$ cat src/rtl/pipe_pkg.sv
// Shared widths and FSM encoding for the pipeline hazard/stall sequencer.
package pipe_pkg;
    localparam int PKG_REG_W = 5;
    localparam int PKG_CNT_W = 32;

    localparam logic [0:0] ST_IDLE = 1'b0;
    localparam logic [0:0] ST_WAIT = 1'b1;
endpackage

$ cat src/rtl/pipe_hazard_ctrl_if.sv
// Hazard inputs from ID/EX/MEM and the stall/flush controls returned to the pipeline.
interface pipe_hazard_ctrl_if
    import pipe_pkg::*;
#(
    parameter int REG_W = PKG_REG_W
);
    logic             id_ex_memread_i;
    logic [REG_W-1:0] id_ex_rt_i;
    logic [REG_W-1:0] if_id_rs_i;
    logic [REG_W-1:0] if_id_rt_i;
    logic             branch_taken_i;
    logic             mem_req_i;
    logic             mem_ack_i;
    logic             pc_write_o;
    logic             if_id_write_o;
    logic             if_id_flush_o;
    logic             id_ex_bubble_o;
    logic             mem_stall_o;

    modport master (
        output id_ex_memread_i, id_ex_rt_i, if_id_rs_i, if_id_rt_i,
               branch_taken_i, mem_req_i, mem_ack_i,
        input  pc_write_o, if_id_write_o, if_id_flush_o, id_ex_bubble_o, mem_stall_o
    );

    modport slave (
        input  id_ex_memread_i, id_ex_rt_i, if_id_rs_i, if_id_rt_i,
               branch_taken_i, mem_req_i, mem_ack_i,
        output pc_write_o, if_id_write_o, if_id_flush_o, id_ex_bubble_o, mem_stall_o
    );
endinterface

$ cat src/rtl/pipe_hazard_ctrl_stall_counter.sv
// Free-running enable counter, wraps modulo 2^CNT_W, cleared by reset.
module stall_counter
    import pipe_pkg::*;
#(
    parameter int CNT_W = PKG_CNT_W
) (
    input  logic             clk,
    input  logic             rst_n,
    input  logic             en,
    output logic [CNT_W-1:0] count
);
    logic [CNT_W-1:0] count_reg;

    always_ff @(posedge clk or negedge rst_n) begin
        if (!rst_n) begin
            count_reg <= '0;
        end else if (en) begin
            count_reg <= count_reg + 1'b1;
        end
    end

    assign count = count_reg;
endmodule

$ cat src/rtl/pipe_hazard_ctrl.sv
// Stall/flush sequencer: dcache miss freeze, load-use bubble, branch flush,
// plus stall statistics and a sticky miss-timeout flag.
module pipe_hazard_ctrl
    import pipe_pkg::*;
#(
    parameter int REG_W   = PKG_REG_W,
    parameter int CNT_W   = PKG_CNT_W,
    parameter int TIMEOUT = 256
) (
    input  logic               clk,
    input  logic               rst_n,
    pipe_hazard_ctrl_if.slave  hz,
    output logic [CNT_W-1:0]   stall_cnt_o,
    output logic [CNT_W-1:0]   bubble_cnt_o,
    output logic               timeout_err_o
);
    localparam int               WAIT_W       = (TIMEOUT > 2) ? $clog2(TIMEOUT) : 1;
    localparam logic [WAIT_W-1:0] TIMEOUT_LAST = WAIT_W'(TIMEOUT - 1);

    logic [0:0]        state_reg, state_next;
    logic [WAIT_W-1:0] wait_cnt_reg, wait_cnt_next;
    logic              timeout_reg, timeout_next;
    logic              mem_stall;
    logic              load_use;

    always_comb begin
        state_next    = state_reg;
        wait_cnt_next = wait_cnt_reg;
        timeout_next  = timeout_reg;
        mem_stall     = 1'b0;
        case (state_reg)
            ST_IDLE: begin
                // A same-cycle ack is a hit and never freezes the pipeline.
                mem_stall     = hz.mem_req_i & ~hz.mem_ack_i;
                wait_cnt_next = '0;
                if (mem_stall) begin
                    state_next = ST_WAIT;
                end
            end
            default: begin
                mem_stall = ~hz.mem_ack_i;
                if (hz.mem_ack_i) begin
                    state_next    = ST_IDLE;
                    wait_cnt_next = '0;
                end else if (wait_cnt_reg == TIMEOUT_LAST) begin
                    // Flag only; the access keeps waiting for the cache.
                    timeout_next = 1'b1;
                end else begin
                    wait_cnt_next = wait_cnt_reg + 1'b1;
                end
            end
        endcase
    end

    always_ff @(posedge clk or negedge rst_n) begin
        if (!rst_n) begin
            state_reg    <= ST_IDLE;
            wait_cnt_reg <= '0;
            timeout_reg  <= 1'b0;
        end else begin
            state_reg    <= state_next;
            wait_cnt_reg <= wait_cnt_next;
            timeout_reg  <= timeout_next;
        end
    end

    assign load_use = hz.id_ex_memread_i & (hz.id_ex_rt_i != '0) &
                      ((hz.id_ex_rt_i == hz.if_id_rs_i) | (hz.id_ex_rt_i == hz.if_id_rt_i));

    // Priority: dcache freeze, then load-use bubble, then taken-branch flush.
    assign hz.mem_stall_o    = mem_stall;
    assign hz.pc_write_o     = ~(mem_stall | load_use);
    assign hz.if_id_write_o  = ~(mem_stall | load_use);
    assign hz.id_ex_bubble_o = ~mem_stall & load_use;
    assign hz.if_id_flush_o  = ~mem_stall & ~load_use & hz.branch_taken_i;
    assign timeout_err_o     = timeout_reg;

    logic [1:0]       cnt_en;
    logic [CNT_W-1:0] cnt_val [2];

    assign cnt_en = {~mem_stall & load_use, mem_stall};

    for (genvar gi = 0; gi < 2; gi++) begin : g_cnt
        stall_counter #(.CNT_W(CNT_W)) u_cnt (
            .clk   (clk),
            .rst_n (rst_n),
            .en    (cnt_en[gi]),
            .count (cnt_val[gi])
        );
    end

    assign stall_cnt_o  = cnt_val[0];
    assign bubble_cnt_o = cnt_val[1];
endmodule

$ cat src/flat_wrapper.sv
// flat-port wrapper written by rule: the top's interface ports become plain ports
module pipe_hazard_ctrl_flat import pipe_pkg::*;
#(
    parameter int REG_W   = PKG_REG_W,
    parameter int CNT_W   = PKG_CNT_W,
    parameter int TIMEOUT = 256
)
  (clk, rst_n, stall_cnt_o, bubble_cnt_o, timeout_err_o, hz_id_ex_memread_i, hz_id_ex_rt_i, hz_if_id_rs_i, hz_if_id_rt_i, hz_branch_taken_i, hz_mem_req_i, hz_mem_ack_i, hz_pc_write_o, hz_if_id_write_o, hz_if_id_flush_o, hz_id_ex_bubble_o, hz_mem_stall_o);
  pipe_hazard_ctrl_if #(.REG_W(REG_W)) hz_i ();
  input  logic clk;
  input  logic rst_n;
  output logic [CNT_W-1:0] stall_cnt_o;
  output logic [CNT_W-1:0] bubble_cnt_o;
  output logic timeout_err_o;
  input wire logic [$bits(hz_i.id_ex_memread_i)-1:0] hz_id_ex_memread_i;
  input wire logic [$bits(hz_i.id_ex_rt_i)-1:0] hz_id_ex_rt_i;
  input wire logic [$bits(hz_i.if_id_rs_i)-1:0] hz_if_id_rs_i;
  input wire logic [$bits(hz_i.if_id_rt_i)-1:0] hz_if_id_rt_i;
  input wire logic [$bits(hz_i.branch_taken_i)-1:0] hz_branch_taken_i;
  input wire logic [$bits(hz_i.mem_req_i)-1:0] hz_mem_req_i;
  input wire logic [$bits(hz_i.mem_ack_i)-1:0] hz_mem_ack_i;
  output wire logic [$bits(hz_i.pc_write_o)-1:0] hz_pc_write_o;
  output wire logic [$bits(hz_i.if_id_write_o)-1:0] hz_if_id_write_o;
  output wire logic [$bits(hz_i.if_id_flush_o)-1:0] hz_if_id_flush_o;
  output wire logic [$bits(hz_i.id_ex_bubble_o)-1:0] hz_id_ex_bubble_o;
  output wire logic [$bits(hz_i.mem_stall_o)-1:0] hz_mem_stall_o;
  assign hz_i.id_ex_memread_i = hz_id_ex_memread_i;
  assign hz_i.id_ex_rt_i = hz_id_ex_rt_i;
  assign hz_i.if_id_rs_i = hz_if_id_rs_i;
  assign hz_i.if_id_rt_i = hz_if_id_rt_i;
  assign hz_i.branch_taken_i = hz_branch_taken_i;
  assign hz_i.mem_req_i = hz_mem_req_i;
  assign hz_i.mem_ack_i = hz_mem_ack_i;
  assign hz_pc_write_o = hz_i.pc_write_o;
  assign hz_if_id_write_o = hz_i.if_id_write_o;
  assign hz_if_id_flush_o = hz_i.if_id_flush_o;
  assign hz_id_ex_bubble_o = hz_i.id_ex_bubble_o;
  assign hz_mem_stall_o = hz_i.mem_stall_o;
  pipe_hazard_ctrl #(.REG_W(REG_W), .CNT_W(CNT_W), .TIMEOUT(TIMEOUT)) u_core (.clk(clk), .rst_n(rst_n), .hz(hz_i), .stall_cnt_o(stall_cnt_o), .bubble_cnt_o(bubble_cnt_o), .timeout_err_o(timeout_err_o));
endmodule
$ cat config.mk
export PLATFORM = sky130hd
export DESIGN_NAME = pipe_hazard_ctrl_flat
export DESIGN_NICKNAME = d
export VERILOG_FILES = /design/src/rtl/pipe_pkg.sv /design/src/rtl/pipe_hazard_ctrl_if.sv /design/src/rtl/pipe_hazard_ctrl_stall_counter.sv /design/src/rtl/pipe_hazard_ctrl.sv /design/src/flat_wrapper.sv
export SDC_FILE = /design/constraint.sdc
export NUM_CORES = 1
export LEC_CHECK = 0
export CORE_UTILIZATION = 49
export DETAILED_ROUTE_END_ITERATION = 10
export PLACE_DENSITY = 0.86
export SYNTH_ARGS = -nofsm -noshare
export SYNTH_HDL_FRONTEND = slang
export SYNTH_HIERARCHICAL = 1
export SYNTH_SLANG_ARGS = --single-unit
$ cat constraint.sdc
create_clock -name clk -period 3.3 [get_ports clk]
set_clock_uncertainty 0.15 [all_clocks]
set_input_delay 0.33 -clock clk [delete_from_list [all_inputs] [get_ports clk]]
set_output_delay 0.33 -clock clk [all_outputs]
set_load 0.005 [all_outputs]
==> Word-level counts from Yosys, hierarchy flattened <==
Index checks and enable logic that the tools add are counted.
{ "word_totals": {"reg_bits": 74, "out_inout_bits": 70, "word_cells": 33} }
{ "op_classes": {"add_sub_neg": 3, "eq_ne": 4, "muxes": 7, "bitwise": 12, "n_reduce_logical": 2} }
{ "ops": {"columns": ["op", "count"], "rows": [
  ["adder 32 x 1 -> 32 bit (second input constant)", 2],
  ["2-to-1 mux 8 bit", 3],
  ["equality test 5 bit", 2],
  ["adder 8 x 1 -> 8 bit (second input constant)", 1],
  ["equality test 8 bit (second input constant)", 1],
  ["bitwise AND 1 bit", 6],
  ["nonzero test 5 bit", 1],
  ["2-to-1 mux 1 bit", 4],
  ["inverter 1 bit", 4],
  ["!= test 3 bit (second input constant)", 1],
  ["AND reduction 3 bit", 1],
  ["OR 1 bit", 2]
]} }

==> Logic depth before layout (Yosys ltp) <==
{ "depth": {"depth_word": 6, "mapped_depth": 8, "mapped_depth_nobuf": 8} }

==> Cells and area by module <==
The synthesis kept the hierarchy.
{ "by_module_without_submodules": {"columns": ["mod", "instances", "cells_each", "area_each_um2", "seq_area_each_um2"], "rows": [
  ["stall_counter", 2, 123, 1448.9, 800.8],
  ["pipe_hazard_ctrl", 1, 70, 655.6, 250.2]
]} }

==> Least setup slack after synthesis <==
Ideal clock, no wire load.
{ "synth_path": {"path_type": "input port to flip-flop", "startpoint": "in hz_id_ex_rt_i[4]", "endpoint": "reg u_core.g_cnt[1].u_cnt.count_reg[23]", "arrival_ps": 2226, "t_required_ps": 3071, "path_slack_ps": 845, "cell_stages": 8, "n_path_buf": 0, "path_cell_list": "xnor2_1 -> nand3_1 -> o22ai_1 -> and3b_1 -> nand4_4 -> or4_4 -> nor4_2 -> xor2_1"} }
{ "synth_between": {"elab_chain_len": 4} }
{ "synth_rtl": {"columns": ["element", "line", "text"], "rows": [
  ["from (decl)", "flat_wrapper.sv:16", "input wire logic [$bits(hz_i.id_ex_rt_i)-1:0] hz_id_ex_rt_i;"],
  ["equality test 5 bit / nonzero test 5 bit (equally long branches)", "pipe_hazard_ctrl.sv:68, pipe_hazard_ctrl.sv:67", null],
  ["OR 1 bit / bitwise AND 1 bit (equally long branches)", "pipe_hazard_ctrl.sv:68, pipe_hazard_ctrl.sv:67", null],
  ["bitwise AND 1 bit *", "pipe_hazard_ctrl.sv:67", "assign load_use = hz.id_ex_memread_i & (hz.id_ex_rt_i != '0) &"],
  ["bitwise AND 1 bit *", null, null],
  ["via hz_id_ex_bubble_o", "flat_wrapper.sv:25", "output wire logic [$bits(hz_i.id_ex_bubble_o)-1:0] hz_id_ex_bubble_o;"],
  ["to (signal assigned)", "pipe_hazard_ctrl_stall_counter.sv:18", "count_reg <= count_reg + 1'b1;"],
  ["to (decl)", "pipe_hazard_ctrl_stall_counter.sv:12", "logic [CNT_W-1:0] count_reg;"]
]} }
Mark *: on every way through the listed nets, which the timed path passes. The rest lies on a longest branch.
A chain may end at the register's enable or synchronous reset.

==> Final worst setup path <==
{ "layout_path": {"startpoint": "in hz_id_ex_rt_i[1]", "endpoint": "out hz_id_ex_bubble_o"} }
{ "layout_between": {"elab_chain_len": 4} }
{ "layout_rtl": {"columns": ["element", "line", "text"], "rows": [
  ["equality test 5 bit / nonzero test 5 bit (equally long branches)", "pipe_hazard_ctrl.sv:68, pipe_hazard_ctrl.sv:67", null],
  ["OR 1 bit / bitwise AND 1 bit (equally long branches)", "pipe_hazard_ctrl.sv:68, pipe_hazard_ctrl.sv:67", null],
  ["bitwise AND 1 bit *", "pipe_hazard_ctrl.sv:67", null],
  ["bitwise AND 1 bit *", "pipe_hazard_ctrl.sv:74", "assign hz.id_ex_bubble_o = ~mem_stall & load_use;"],
  ["to (decl)", "flat_wrapper.sv:25", null]
]} }
Mark *: on every way between the ends. The rest lies on a longest branch, timed or not.

==> results.cfg <==
[global_route]
grt_usage_pct = 22.8
grt_pass1_wl_mm = 13.2
antenna_found_initial = 0
overflow = 0
grt_pass1_vias = 2765
grt_max_degree = 75

[pwr]
comb_power_share_pct = 13.6
p_leak_nw = 2.13
seq_power_share_pct = 47.5
internal_power_mw = 1.66
clkPwrFrac_pct = 39.0
p_sw_share_pct = 25.6
pwr_density_cell_nw_per_um2 = 458
p_total_mw = 2.23
p_switching_mw = 0.572
vdd_drop_max_mv = 0.289

[worst_setup_path]
crit_family = buffers and inverters
worstPathCellList = clkdlybuf4s50_1, or4_1, o21a_1, and3b_1, buf_4, clkdlybuf4s50_1
ff2ff_path_depth = 8
critPathBufInv = 3
worstSetupPathType = input port to output pin
cp-end-kind = output pin
cp-start-kind = input port
crit_top_cell = clkdlybuf4s50_1
crit_required_ns = 2.82
critPathMaxStageDelay_ns = 0.54
worst_ep_arrival_time_ns = 2.40
crit_path_max_fanout = 6
cp_slowest_cell = or4_1
path_depth = 6

[clock_tree]
cts_buffers = 9
path_clk_slew_ns = 0.07
cts-htree-levels = 3
cts.sinks = 74
cts_tree = yes
clk_path_buf_depth = 2
cts_root_buf = clkbuf_8
post_cts_resized = 0
clk_latency_ns = 0.35

[logic_synthesis]
synth.largest_area_cell = dfrtp_1
synth.top_cell.area_share_pct = 52.1
netlist_instances = 316
ys_top_cells_by_area = dfrtp_1, xnor2_1, xor2_1
syn-num-nets = 340
yosys_register_bits = 74
netlist_area_sq_um = 3550
async_flop_share_pct = 100
synth_edf_count = 0
synth_cell_type_count = 38
synth_ff_type = dfrtp_1
ys_seq_area_share_pct = 52.1
avgSynthCellArea_sq_um = 11.2
yosys_warnings = 6

[final_layout]
drive_gt1_share_pct = 8.90
fillers = 534
stdcell_area_sq_um = 4870
final-seq-area_sq_um = 1850
syn2layout_area_growth_pct = 37.1
n_antenna_cell = 0
final_cells = 523
final_nets = 446
largest_reg_flops = 64
multi_input_area_sq_um = 1660

[placement]
post-dp-hpwl_mm = 5.65
placedCellCount = 506
io_buffers = 90
dp_worst_setup_slack_ns = 0.212
gp_congestion = 0.839
place_area_sq_um = 4610

[detailed_routing]
dr_wl_met3_microns = 359
drc_errors = 0
ant_nets = 0
via_per_inst = 5.34
drt_first_pass_iters = 4
wl_met2_mm = 3.92
drt_iter0_drc = 186
wl_mm = 7.89
vias = 2792
dr.max_layer_used = met4
wl_met1_mm = 3.43
wl_per_cell_microns = 15.1

[sta]
final.setup.tns_ns = 0
setup_viol = 0
fin_ws_ns = 0.415
hold_viol = 0
slew_viol_final = 0
max_freq_mhz = 347
rsz0062_at_grt = false
worst_pin_slew_ns = 0.652
fin_crit_sh_pct = 87.4
max_slew_margin_pct = 56.2
min_period_ns = 2.88

[status]
status = finished, final reports clean

[floorplanning]
die_h_microns = 87.2
dieWidth_microns = 87.2
std_cell_rows = 30
start_util_pct = 51.4
dieArea_sq_um = 7600
io_pins = 91
core-area_sq_um = 6910

[hold_path]
hold_depth = 1
hp-class = flip-flop to flip-flop

[run]
drv_cap = 0
[metal layers]
metal  global-route usage (%)  vias to the layer above
met5                        0                        -
li1                         -                     1343
met1                     28.2                     1349
met4                     10.3                        0
met3                     4.36                       17
met2                     38.8                       83
[through the flow]
stage,hold slack [ns],util [%]
2_1_floorplan,-0.116,-
3_3_place_gp,0.237,66.8
3_5_place_dp,0.240,66.8
4_1_cts,0.312,70.5
5_1_grt,0.343,70.5
6_report,0.309,70.5
[placed cells by master, fill, tap and decap left out, drive strengths merged, types with 4 or more instances in the layout]
master / n
xor2: 25
xnor2: 50
nor3: 11
dfrtp: 74
inv: 6
buf: 8
and3: 8
nand2: 24
nand3: 23
clkdlybuf4s50: 89
nor4: 12
nand4: 23
and2: 4
and4: 10
clkbuf: 9
nor2: 15
a21oi: 4
[cell usage after synthesis (all sizes together) (2+ instances only)]
master and number:
xnor2 50, and3 8, nor4 12, and4 10, ha 3, nand3 23
a21oi 4, a31oi 2, mux2i 2, nor3b 2, nand4 23, and2 4
nor2 15, mux2 2, nand2b 2, dfrtp 74, buf 2, nor3 11
xor2 25, nand2 24, inv 5, or4 3
[power groups by stage]
| stage | Combinational (mW) | Sequential (mW) | Clock (mW) |
|---|---|---|---|
| detailed placement | 0.306 | 1.07 | 0 |
| global placement | 0.297 | 1.07 | 0 |
| finish | 0.303 | 1.06 | 0.869 |
| floorplan | 0.111 | 1.06 | 0 |
| CTS | 0.308 | 1.06 | 0.885 |
| global route | 0.335 | 1.07 | 0.930 |
[logic make-up after synthesis]
family | Yosys count | synth area share, %
flops | 74 | 52.1
xor+xnor | 75 | 18.5
compound gates | 13 | 2.57
buf+inv | 8 | 1.16
simple gates | 139 | 23.4
mux | 4 | 1.20
fa+ha+maj | 3 | 1.06
[worst reg2reg max path, stage by stage (launching register included)]
cell     delay [ns]
dfrtp_1        0.38
nor2_1         0.13
nor2_1         0.11
and3b_1        0.30
buf_4          0.17
and4_2         0.25
nand4_1        0.25
nor4_1         0.39
xor2_1         0.18
[timing repair]
item / CTS / global route
endpoints found under the hold margin: 74 / 0
hold buffers: 1 / 0
buffers inserted: 0 / 0
[layout make-up]
| type | count | share of cell area [%] |
|---|---|---|
| Timing Repair Buffer | 98 | 19.9 |
| Sequential cell | 74 | 38.0 |
| Inverter | 5 | 0.385 |
| Clock buffer | 9 | 2.54 |
| Multi-Input combinational cell | 234 | 34.1 |
| Tap cell | 96 | 2.47 |
| Clock inverter | 7 | 2.57 |
[path summary, 6_finish.rpt]
check,slack [ns],end,startpoint
max in group asynchronous,2.28,u_core/timeout_err_o,rst_n
min in group asynchronous,0.39,u_core/g_cnt[1].u_cnt/count[10],rst_n
setup reg to reg,0.92,u_core/g_cnt[1].u_cnt/count[24],u_core/state_reg
setup / recovery,0.42,hz_id_ex_bubble_o,hz_id_ex_rt_i[1]
hold / removal,0.31,u_core/timeout_err_o,u_core/timeout_err_o
hold reg to reg,0.31,u_core/timeout_err_o,u_core/timeout_err_o
Note: power is estimated with default switching activity, not from simulation.
